[config.mk]
export PLATFORM = sky130hd
export DESIGN_NAME = pipeline_hazard_ctrl
export DESIGN_NICKNAME = d
export VERILOG_FILES = /design/src/rtl/cpu_pkg.sv /design/src/rtl/load_use_detect.sv /design/src/rtl/pipeline_hazard_ctrl.sv
export SDC_FILE = /design/constraint.sdc
export NUM_CORES = 1
export LEC_CHECK = 0
export ABC_AREA = 1
export BUFFER_PORTS_ARGS = -buffer_cell sky130_fd_sc_hd__buf_2
export CAP_MARGIN = 10
export CORE_MARGIN = 10
export CORE_UTILIZATION = 43
export CTS_BUF_LIST = sky130_fd_sc_hd__clkbuf_8
export CTS_CLUSTER_DIAMETER = 60
export CTS_CLUSTER_SIZE = 12
export DETAILED_ROUTE_END_ITERATION = 16
export PLACE_DENSITY = 0.68
export SETUP_SLACK_MARGIN = 0.1
export SYNTH_ARGS = -nofsm -noshare
export SYNTH_HDL_FRONTEND = slang
export SYNTH_SLANG_ARGS = --single-unit
[constraint.sdc]
create_clock -name clk_i -period 2 [get_ports clk_i]
set_clock_uncertainty 0.1 [all_clocks]
set_input_delay 0.1 -clock clk_i [delete_from_list [all_inputs] [get_ports clk_i]]
set_output_delay 0.1 -clock clk_i [all_outputs]
set_load 0.02 [all_outputs]
[src/rtl/cpu_pkg.sv]
// Shared CPU definitions.
//  - state_t: hazard/interrupt sequencer states.
//  - PCSrc encodings that select the next-PC source.
//  - The interrupt vector and the exception-PC register number.
package cpu_pkg;

  typedef enum logic [1:0] {
    ST_RUN       = 2'd0,
    ST_IRQ_WAIT  = 2'd1,
    ST_IRQ_ENTER = 2'd2
  } state_t;

  localparam logic [2:0] PC_PLUS4 = 3'b000;
  localparam logic [2:0] PC_BR    = 3'b001;
  localparam logic [2:0] PC_J     = 3'b010;
  localparam logic [2:0] PC_JR    = 3'b011;
  localparam logic [2:0] PC_IRQ   = 3'b100;
  localparam logic [2:0] PC_EXC   = 3'b101;

  localparam logic [31:0] IRQ_VECTOR = 32'h80000004;
  localparam logic [4:0]  XP_REG     = 5'd26;

endpackage

[src/rtl/load_use_detect.sv]
// Load-use compare: flags an ID instruction that reads the destination of a
// load currently in EX. Purely combinational so the forwarding unit can
// reuse it.
//  rs_i/rt_i          source specifiers of the ID instruction
//  use_rs_i/use_rt_i  ID instruction actually reads that source
//  wr_reg_i           destination of the EX instruction
//  memread_i          EX instruction is a load
//  lu_o               hazard present
module load_use_detect #(
  parameter int REG_W = 5
) (
  input  logic [REG_W-1:0] rs_i,
  input  logic [REG_W-1:0] rt_i,
  input  logic             use_rs_i,
  input  logic             use_rt_i,
  input  logic [REG_W-1:0] wr_reg_i,
  input  logic             memread_i,
  output logic             lu_o
);

  // $0 is hardwired to zero, so a load into it never creates a dependence.
  assign lu_o = memread_i && (wr_reg_i != '0) &&
                ((use_rs_i && (rs_i == wr_reg_i)) ||
                 (use_rt_i && (rt_i == wr_reg_i)));

endmodule

[src/rtl/pipeline_hazard_ctrl.sv]
// Central sequencer of the 5-stage pipeline. It drives the PC, IF/ID and
// EX/MEM enables and the IF/ID and ID/EX flushes, inserts load-use bubbles,
// squashes wrong-path work on taken branches and jumps, freezes the pipe
// while a peripheral access is outstanding, and sequences interrupt entry.
//  clk_i/reset_i           clock, asynchronous active-high reset
//  rs_id_i..use_rt_id_i    source operands of the ID instruction
//  wr_reg_ex_i/memread_ex_i destination and load flag of the EX instruction
//  branch_taken_ex_i       branch in EX resolved taken
//  jump_id_i               jump decoded in ID
//  mem_wait_i              MEM-stage peripheral access pending
//  irq_i/kernel_id_i       interrupt request / kernel-mode mask
//  pc_en_o, ifid_en_o, exmem_en_o     stage load enables
//  ifid_flush_o, idex_flush_o         bubble insertion
//  irq_take_o              interrupt entry event (PCSrc=PC_IRQ, EPC capture)
//  busy_irq_o              entry sequence in progress
//  stall_cnt_o/flush_cnt_o saturating performance counters
module pipeline_hazard_ctrl
  import cpu_pkg::*;
#(
  parameter int REG_W = 5,
  parameter int CNT_W = 16
) (
  input  logic             clk_i,
  input  logic             reset_i,
  input  logic [REG_W-1:0] rs_id_i,
  input  logic [REG_W-1:0] rt_id_i,
  input  logic             use_rs_id_i,
  input  logic             use_rt_id_i,
  input  logic [REG_W-1:0] wr_reg_ex_i,
  input  logic             memread_ex_i,
  input  logic             branch_taken_ex_i,
  input  logic             jump_id_i,
  input  logic             mem_wait_i,
  input  logic             irq_i,
  input  logic             kernel_id_i,
  output logic             pc_en_o,
  output logic             ifid_en_o,
  output logic             ifid_flush_o,
  output logic             idex_flush_o,
  output logic             exmem_en_o,
  output logic             irq_take_o,
  output logic             busy_irq_o,
  output logic [CNT_W-1:0] stall_cnt_o,
  output logic [CNT_W-1:0] flush_cnt_o
);

  state_t           state_q, state_d;
  logic [CNT_W-1:0] stall_cnt_q, stall_cnt_d;
  logic [CNT_W-1:0] flush_cnt_q, flush_cnt_d;
  logic             lu;
  logic             stall_ev;
  logic             hazard;

  load_use_detect #(.REG_W(REG_W)) u_lu (
    .rs_i      (rs_id_i),
    .rt_i      (rt_id_i),
    .use_rs_i  (use_rs_id_i),
    .use_rt_i  (use_rt_id_i),
    .wr_reg_i  (wr_reg_ex_i),
    .memread_i (memread_ex_i),
    .lu_o      (lu)
  );

  // Any condition that must resolve before interrupt entry may proceed.
  assign hazard = branch_taken_ex_i || jump_id_i || lu || mem_wait_i;

  always_comb begin
    state_d      = state_q;
    pc_en_o      = 1'b1;
    ifid_en_o    = 1'b1;
    exmem_en_o   = 1'b1;
    ifid_flush_o = 1'b0;
    idex_flush_o = 1'b0;
    irq_take_o   = 1'b0;
    busy_irq_o   = (state_q != ST_RUN);
    stall_ev     = 1'b0;

    // Hazard priority shared by RUN and IRQ_WAIT. A taken branch wins over
    // lu because the dependent instruction is on the wrong path.
    if (mem_wait_i) begin
      pc_en_o    = 1'b0;
      ifid_en_o  = 1'b0;
      exmem_en_o = 1'b0;
    end else if (branch_taken_ex_i) begin
      ifid_flush_o = 1'b1;
      idex_flush_o = 1'b1;
    end else if (lu) begin
      pc_en_o      = 1'b0;
      ifid_en_o    = 1'b0;
      idex_flush_o = 1'b1;
      stall_ev     = 1'b1;
    end else if (jump_id_i) begin
      ifid_flush_o = 1'b1;
    end

    unique case (state_q)
      ST_RUN: begin
        if (irq_i && !kernel_id_i && !mem_wait_i) state_d = ST_IRQ_WAIT;
      end
      ST_IRQ_WAIT: begin
        // Fetch is frozen unless a control transfer still has to land.
        if (!hazard) begin
          pc_en_o   = 1'b0;
          ifid_en_o = 1'b0;
        end
        if (mem_wait_i)  state_d = ST_IRQ_WAIT;
        else if (!irq_i) state_d = ST_RUN;
        else if (!hazard) state_d = ST_IRQ_ENTER;
      end
      ST_IRQ_ENTER: begin
        // irq_take stays up across a freeze so entry happens exactly once,
        // in the cycle the pipe actually advances.
        irq_take_o = 1'b1;
        stall_ev   = 1'b0;
        if (mem_wait_i) begin
          pc_en_o      = 1'b0;
          ifid_en_o    = 1'b0;
          exmem_en_o   = 1'b0;
          ifid_flush_o = 1'b0;
          idex_flush_o = 1'b0;
        end else begin
          pc_en_o      = 1'b1;
          ifid_en_o    = 1'b1;
          exmem_en_o   = 1'b1;
          ifid_flush_o = 1'b1;
          idex_flush_o = 1'b1;
          state_d      = ST_RUN;
        end
      end
      default: state_d = ST_RUN;
    endcase

    if (reset_i) begin
      pc_en_o      = 1'b1;
      ifid_en_o    = 1'b1;
      exmem_en_o   = 1'b1;
      ifid_flush_o = 1'b0;
      idex_flush_o = 1'b0;
      irq_take_o   = 1'b0;
      busy_irq_o   = 1'b0;
      stall_ev     = 1'b0;
    end
  end

  always_comb begin
    stall_cnt_d = stall_cnt_q;
    flush_cnt_d = flush_cnt_q;
    if (stall_ev && (stall_cnt_q != '1))
      stall_cnt_d = stall_cnt_q + CNT_W'(1);
    if ((ifid_flush_o || idex_flush_o) && (flush_cnt_q != '1))
      flush_cnt_d = flush_cnt_q + CNT_W'(1);
  end

  always_ff @(posedge clk_i or posedge reset_i) begin
    if (reset_i) begin
      state_q     <= ST_RUN;
      stall_cnt_q <= '0;
      flush_cnt_q <= '0;
    end else begin
      state_q     <= state_d;
      stall_cnt_q <= stall_cnt_d;
      flush_cnt_q <= flush_cnt_d;
    end
  end

  assign stall_cnt_o = stall_cnt_q;
  assign flush_cnt_o = flush_cnt_q;

endmodule

==> Implementation_results.wiki, run 1 <==
{| class="wikitable"
! Metric !! Value
|-
| P_int || 0.00132 W
|-
| Drt initial violations || 98
|-
| Top cells by area, synth || sky130_fd_sc_hd__dfrtp_1, sky130_fd_sc_hd__nand2_1, sky130_fd_sc_hd__nand3_1, sky130_fd_sc_hd__inv_1, sky130_fd_sc_hd__xnor2_1
|-
| Initial antenna violation count || 0
|-
| Total via count in the routed design || 2225
|-
| Worst r2r src || stall_cnt_o[1]
|-
| Number of iterations in the first detailed-routing pass || 4
|-
| Placeable core area || 5140 um^2
|-
| Pin count of the biggest net entering global routing || 23
|-
| Count of nets left with antenna violations after detail routing || 0
|-
| Launch point of the worst hold path || irq_i
|-
| Clock Power Share || 25.2%
|-
| Wire per inst || 11.8 um
|-
| Post-CTS clock slew at the launch and capture registers of the worst setup and hold paths || 0.07 ns
|-
| Dpl hpwl || 4440 um
|-
| Leading cell type by number of instances after synthesis || sky130_fd_sc_hd__nand2_1
|-
| Hold depth || 3
|-
| Hold-critical path endpoint || state_q[1]
|-
| Leakage power figure || 1.63 nW
|-
| Count of unique library cells instantiated by Yosys || 28
|-
| Amount of wire on met2 after detailed routing || 2660 um
|-
| Global placer's final weighted congestion || 0.849
|-
| Peak ir drop on the vdd network || 0.454 mV
|-
| Max cap viols || 0
|-
| TritonCTS clock tree || built
|-
| Worst-skew pair later-pin latency || 0.29 ns
|-
| Horizontal die dimension || 92.9 um
|-
| Met3 WL post-DR || 265 um
|-
| Type of destination of the critical path || flop
|-
| Ys flop type || sky130_fd_sc_hd__dfrtp_1
|-
| Cell depth of the worst flop-to-flop path || 11
|-
| Number of nets produced by synthesis || 349
|-
| Transition at the pin with the smallest max-transition slack || 0.435 ns
|-
| Post-synth EDFFs || 0
|-
| Cells after synthesis || 319
|-
| Largest fanout of any net on the critical path || 4
|-
| Netlist Area Pre-Place || 2280 um^2
|-
| Area delta synth->final || 28.5%
|-
| Combinational Power Share || 35.6%
|-
| Maximum level of the CTS H-tree || 2
|-
| Peak Freq || 0.560 GHz
|-
| Wirelength, routed || 5570 um
|-
| GRT Residual Overflow || 0
|-
| Final critical path time including I/O delays and setup || 1.78 ns
|-
| DRC violation count after routing || 0
|-
| Uppermost layer routed || met4
|-
| Number of fill cells || 508
|-
| GRT Overall Usage || 13.5%
|-
| Maximum number of buffers from clock root to sink || 2
|-
| FFs w/ async S/R, synth || 100%
|-
| Mean area per synthesized cell || 7.16 um^2
|-
| Power density of the placed cells || 721 nW/um^2
|-
| Num CTS Buffers || 5
|-
| Critical path class || reg2reg
|-
| Final total negative setup slack || 0 ns
|-
| Seq pwr share || 39.3%
|-
| Data arrival time of the critical path || 1.90 ns
|-
| Yosys top cell area share || 37.3%
|-
| # nets final || 430
|-
| Crit start category || flop
|-
| Sum of routed wire segments on met1 || 2550 um
|-
| Worst slew margin relative to its limit || 70.8%
|-
| Unrepaired setup endpoints after global routing || false
|-
| Internal reg-to-reg setup slack || 0.22 ns
|-
| Overall die height || 92.9 um
|-
| Row cnt || 26
|-
| Post-synthesis sequential area ratio || 37.3%
|-
| Final hold violation count || 0
|-
| Via density || 4.72
|-
| Type of the worst min-delay path || in2reg
|-
| Final setup violating endpoints || 0
|-
| Status || complete, no violations
|-
| Share of layout cells above drive strength 1 || 27.7%
|-
| Global-route wire length before repair || 9790 um
|-
| Max Transition Viols Final || 0
|-
| Top cells by count, synth || sky130_fd_sc_hd__nand2_1, sky130_fd_sc_hd__inv_1, sky130_fd_sc_hd__dfrtp_1
|-
| Core utilization of the finished layout || 57.1%
|-
| Period utilisation layout || 89.2%
|-
| Area of the die || 8620 um^2
|-
| Synthesis-stage register bit count || 34
|-
| Cell type with the highest aggregate area in the netlist || sky130_fd_sc_hd__dfrtp_1
|-
| Net switching power || 0.000792 W
|-
| Root buffer cell || sky130_fd_sc_hd__clkbuf_8
|-
| Starting Density || 44.4%
|-
| Via count of the first global-routing pass || 2227
|-
| Num Clock Sinks || 34
|-
| Crit Reg-Reg Endpoint || stall_cnt_o[13]
|-
| Number of I/O port buffers || 63
|-
| Crit path required time || 2.12 ns
|-
| Yosys warns || 0
|-
| Sw Share || 37.4%
|-
| # diodes || 0
|-
| I/O Pins || 64
|}
-- layout by cell type (no fill, tap or decap), drive strengths merged --
cell type    netlist  routed
xnor2             14      14
mux2               1       1
nor4               2       2
nor3b              2       2
inv               43      43
buf                5      78
nand2            109     109
nand3             34      34
ha                 5       5
dfrtp             34      34
dlygate4sd3        0       1
clkbuf             0       6
nand4              9       9
nor2              34      34
clkinvlp           0       1
xor2              11      11
o21ai              6       6
nor3               6       6
a21oi              2       2
a31oi              2       2
clkinv             0       1
-- area by class of cell --
cell class / instances / area (um^2) / area share [%]
inverter: 43 / 161 / 5.50
clock inverter: 2 / 12.5 / 0.426
sequential: 34 / 851 / 29.0
multi-input combinational: 237 / 1290 / 44.1
clock buffer: 6 / 82.6 / 2.81
timing repair buffer: 79 / 445 / 15.2
tap: 70 / 87.6 / 2.98
-- state kept, by name, summed over array words and instances, names as in the netlist --
signal and flops:
flush_cnt_o 16, stall_cnt_o 16, state_q 2
-- routing by layer --
layer / vias to the layer above / global-route usage (%)
li1: 1164 / -
met1: 1005 / 15.8
met2: 50 / 22.8
met3: 6 / 3.71
met4: 0 / 5.40
met5: - / 0
-- cell families (layout without fill, tap and decap cells) --
kind of cell	Yosys count	in the layout	synth area share, %
compound gates	10	10	2.47
xor+xnor	25	25	9.59
fa+ha+maj	5	5	2.74
buf+inv	48	130	8.82
flops	34	34	37.3
mux	1	1	0.493
simple gates	196	196	38.6
-- power by group through the flow --
stage / clock [W] / combinational [W] / sequential, W
after CTS: 0.000548 / 0.000740 / 0.000827
after floorplan: 0 / 0.000429 / 0.000905
after global placement: 0 / 0.000710 / 0.000840
after detailed placement: 0 / 0.000714 / 0.000844
final: 0.000532 / 0.000753 / 0.000830
after global routing: 0.000584 / 0.000859 / 0.000839
-- critical path, cell delays in order, from the launching register on --
cell and delay (ns):
sky130_fd_sc_hd__dfrtp_1 0.39, sky130_fd_sc_hd__ha_2 0.20, sky130_fd_sc_hd__nand3_2 0.09, sky130_fd_sc_hd__nor3_2 0.05, sky130_fd_sc_hd__nand2_1 0.08, sky130_fd_sc_hd__nand3_2 0.08
sky130_fd_sc_hd__nor2_4 0.15, sky130_fd_sc_hd__buf_6 0.12, sky130_fd_sc_hd__buf_4 0.12, sky130_fd_sc_hd__nand3_4 0.08, sky130_fd_sc_hd__nor2_4 0.13, sky130_fd_sc_hd__xor2_1 0.14
-- worst max-delay path by stage --
stage                         startpoint         endpoint  slack (ns)  cells after the start
after global placement    stall_cnt_o[1]   stall_cnt_o[5]        0.12                     11
final                     stall_cnt_o[1]  stall_cnt_o[13]        0.22                     11
after CTS                 stall_cnt_o[0]  stall_cnt_o[13]        0.11                     11
after detailed placement  stall_cnt_o[1]   stall_cnt_o[5]        0.07                     11
after global routing      stall_cnt_o[1]  stall_cnt_o[13]        0.09                     11
after floorplan           flush_cnt_o[0]   flush_cnt_o[2]        0.15                      7
-- metrics by stage --
stage | hold WS (ns) | setup slack [ns] | cell area [um^2] | total power [W] | std cells
global route | 0.0826 | 0.0904 | 2940 | 0.00228 | 471
global placement | 0.0916 | 0.121 | 2720 | 0.00155 | 457
floorplan | 0.167 | 0.153 | 2290 | 0.00133 | 319
detailed placement | 0.105 | 0.0725 | 2720 | 0.00156 | 457
CTS | 0.0259 | 0.110 | 2870 | 0.00211 | 469
finish | 0.0414 | 0.216 | 2940 | 0.00211 | 471
-- what timing repair did --
item | in CTS | in global routing
setup endpoints to repair | 3 | 29
setup buffers | 3 | 2
gates resized for setup | 3 | 12
hold buffers | 1 | 0
hold endpoints to repair | 34 | 0
pin swaps | 1 | 4
Power figures use the tool's default switching activity.
==> inputs of run 2 (changes only) <==
--- a/config.mk
+++ b/config.mk
@@ -6,8 +6,7 @@
 export NUM_CORES = 1
 export LEC_CHECK = 0
 export ABC_AREA = 1
-export BUFFER_PORTS_ARGS = -buffer_cell sky130_fd_sc_hd__buf_2
-export CAP_MARGIN = 10
+export BUFFER_PORTS_ARGS = -buffer_cell sky130_fd_sc_hd__buf_4
 export CORE_MARGIN = 10
 export CORE_UTILIZATION = 43
 export CTS_BUF_LIST = sky130_fd_sc_hd__clkbuf_8
==> run 2 against run 1 <==
Final cell count is 1.5% higher. Sequential power hardly changed. Power is 4.7% higher. Setup slack worse by 0.045 ns. Register-to-register slack worse by 0.04 ns. Non-clock buffer count is 7 higher. Core utilization is 4.1 points higher. Clock power is 1% higher. Flip-flop and latch count stayed put. Routed wire length is 8.1% higher. Largest cell class unchanged.
==> Implementation_results.wiki, run 2 (same netlist as run 1, synthesis figures left out) <==
{| class="wikitable"
! Metric !! Value
|-
| Final total negative setup slack || 0 ns (unchanged)
|-
| Area of the die || 8620 um^2 (unchanged)
|-
| Non-Filler Instances || 478 (+1.5%)
|-
| Peak ir drop on the vdd network || 0.443 mV (-2.4%)
|-
| Number of iterations in the first detailed-routing pass || 4 (unchanged)
|-
| Power density of the placed cells || 703 nW/um^2 (-2.4%)
|-
| Maximum number of buffers from clock root to sink || 2 (unchanged)
|-
| Overall die height || 92.9 um (unchanged)
|-
| Initial antenna violation count || 0 (unchanged)
|-
| Crit path required time || 2.07 ns (-0.05 ns)
|-
| Placeable core area || 5140 um^2 (unchanged)
|-
| Starting Density || 44.4% (unchanged)
|-
| Leakage power figure || 1.70 nW (+4.0%)
|-
| Final hold violation count || 0 (unchanged)
|-
| Type of the worst min-delay path || in2reg
|-
| I/O Pins || 64 (unchanged)
|-
| Via density || 4.83 (+2.3%)
|-
| Horizontal die dimension || 92.9 um (unchanged)
|-
| Crit start category || flop
|-
| Via count of the first global-routing pass || 2161 (-3.0%)
|-
| Final critical path time including I/O delays and setup || 1.83 ns (+0.0445 ns)
|-
| Type of destination of the critical path || flop
|-
| Dpl hpwl || 4660 um (+5.1%)
|-
| Cells traversed along the worst timing path || ha_2, nand3_2, nor3_2, nand2_1, nand3_2, nor2_4, buf_6, buf_12, mux2_2
|-
| Design Area, Final || 3150 um^2 (+7.2%)
|-
| Global placer's final weighted congestion || 0.907 (+6.8%)
|-
| Worst slew margin relative to its limit || 77.3% (+6.5 points)
|-
| Max Transition Viols Final || 0 (unchanged)
|-
| Share of layout cells above drive strength 1 || 29.2% (+1.5 points)
|-
| # nets final || 437 (+1.6%)
|-
| Placed cells || 464 (+1.5%)
|-
| Period utilisation layout || 91.4% (+2.2 points)
|-
| Transition at the pin with the smallest max-transition slack || 0.339 ns (-0.0957 ns)
|-
| Area delta synth->final || 37.9%
|-
| Worst path slowest cell || sky130_fd_sc_hd__dfrtp_1
|-
| Num CTS Buffers || 5 (unchanged)
|-
| Root buffer cell || sky130_fd_sc_hd__clkbuf_8
|-
| Number of I/O port buffers || 63 (unchanged)
|-
| Worst hold-check slack || 0.0409 ns (-0.000552 ns)
|-
| Most frequent cells in the layout || sky130_fd_sc_hd__nand2_1, sky130_fd_sc_hd__buf_4, sky130_fd_sc_hd__inv_1
|-
| Critical Path End || stall_cnt_o[1]
|-
| Global-route wire length before repair || 10300 um (+5.1%)
|-
| Pin count of the biggest net entering global routing || 19 (-17%)
|-
| GRT Overall Usage || 14.2% (+0.71 points)
|-
| Internal reg-to-reg setup slack || 0.17 ns (-0.04 ns)
|-
| Wire per inst || 12.6 um (+6.5%)
|-
| TritonCTS clock tree || built
|-
| Row cnt || 26 (unchanged)
|-
| Number of fill cells || 489 (-3.7%)
|-
| Status || complete, no violations
|-
| GRT Residual Overflow || 0 (unchanged)
|-
| Max cap viols || 0 (unchanged)
|-
| Num Clock Sinks || 34 (unchanged)
|-
| Final setup violating endpoints || 0 (unchanged)
|-
| Post-CTS clock slew at the launch and capture registers of the worst setup and hold paths || 0.07 ns (about the same)
|-
| Total via count in the routed design || 2309 (+3.8%)
|-
| Critical path class || reg2reg
|-
| Maximum level of the CTS H-tree || 2 (unchanged)
|-
| Crit Reg-Reg Endpoint || stall_cnt_o[1]
|-
| # diodes || 0 (unchanged)
|-
| Largest fanout of any net on the critical path || 4 (unchanged)
|-
| Cell depth of the worst flop-to-flop path || 9 (-2)
|-
| Worst setup path startpoint || stall_cnt_o[0]
|-
| DRC violation count after routing || 0 (unchanged)
|-
| Unrepaired setup endpoints after global routing || true
|-
| Drt initial violations || 139 (+42%)
|-
| Data arrival time of the critical path || 1.90 ns (about the same)
|-
| Count of nets left with antenna violations after detail routing || 0 (unchanged)
|-
| Worst-skew pair later-pin latency || 0.29 ns (about the same)
|-
| Design Power || 0.00221 W (+4.7%)
|-
| Critical path's largest stage delay || 0.36 ns (-0.03 ns)
|-
| Launch point of the worst hold path || irq_i
|-
| Wirelength, routed || 6010 um (+8.1%)
|-
| Peak Freq || 0.547 GHz (-2.4%)
|-
| Most used cell, CP || sky130_fd_sc_hd__nand3_2
|-
| Most frequent standard cell in the layout excluding fill and tap cells || sky130_fd_sc_hd__nand2_1
|-
| Post-detailed-placement cell area || 2950 um^2 (+8.2%)
|-
| Worst r2r src || stall_cnt_o[0]
|}
[run 2: area by class of cell]
cell class	count	area (um^2)	share of cell area, %
clock inverters	2	12.5	0.397
well taps	70	87.6	2.78
clock buffers	6	82.6	2.62
flip-flops and latches	34	851	27.0
inverters	43	161	5.13
repair buffers	86	677	21.5
multi-input cells	237	1280	40.5
[run 2: per-stage QoR]
| step | setup WS (ns) | utilization [%] |
|---|---|---|
| 6_report | 0.171 | 61.2 |
| 2_1_floorplan | 0.153 | - |
| 3_5_place_dp | 0.0835 | 57.3 |
| 4_1_cts | 0.101 | 59.8 |
| 3_3_place_gp | 0.116 | 57.3 |
| 5_1_grt | 0.0358 | 61.2 |
[run 2: where the power goes]
| part | internal (W) | switching [W] |
|---|---|---|
| clock network | 0.000277 | 0.000263 |
| logic | 0.000356 | 0.000492 |
| registers | 0.000760 | 0.0000665 |
| total | 0.00139 | 0.000821 |
[run 2: worst max-delay path, delay by kind of cell (launching register included)]
kind          cells  cell delay, ns
buf+inv           2            0.25
flops             1            0.36
fa+ha+maj         1            0.20
simple gates      5            0.56
mux               1            0.25
[run 2: worst min path at each step]
stage	to	slack (ns)	cells past startpoint
5_1_grt	state_q[1]	0.05	3
3_5_place_dp	stall_cnt_o[8]	0.12	3
2_1_floorplan	flush_cnt_o[0]	0.17	1
3_3_place_gp	stall_cnt_o[10]	0.12	3
6_report	state_q[1]	0.04	3
4_1_cts	state_q[1]	0.03	3
[run 2: routing by layer]
metal | vias up | global-route usage [%] | routed length (um)
li1 | 1175 | - | -
met1 | 1055 | 18.3 | 2670
met2 | 68 | 22.1 | 2790
met3 | 11 | 4.12 | 424
met4 | 0 | 5.01 | 123
met5 | - | 0 | 0
[run 2: timing repair]
item,CTS,global route
endpoints found under the setup margin,5,24
gates resized for setup,2,9
pin swaps,1,3
hold endpoints to repair,34,0
hold buffers,1,0
setup buffers,2,3
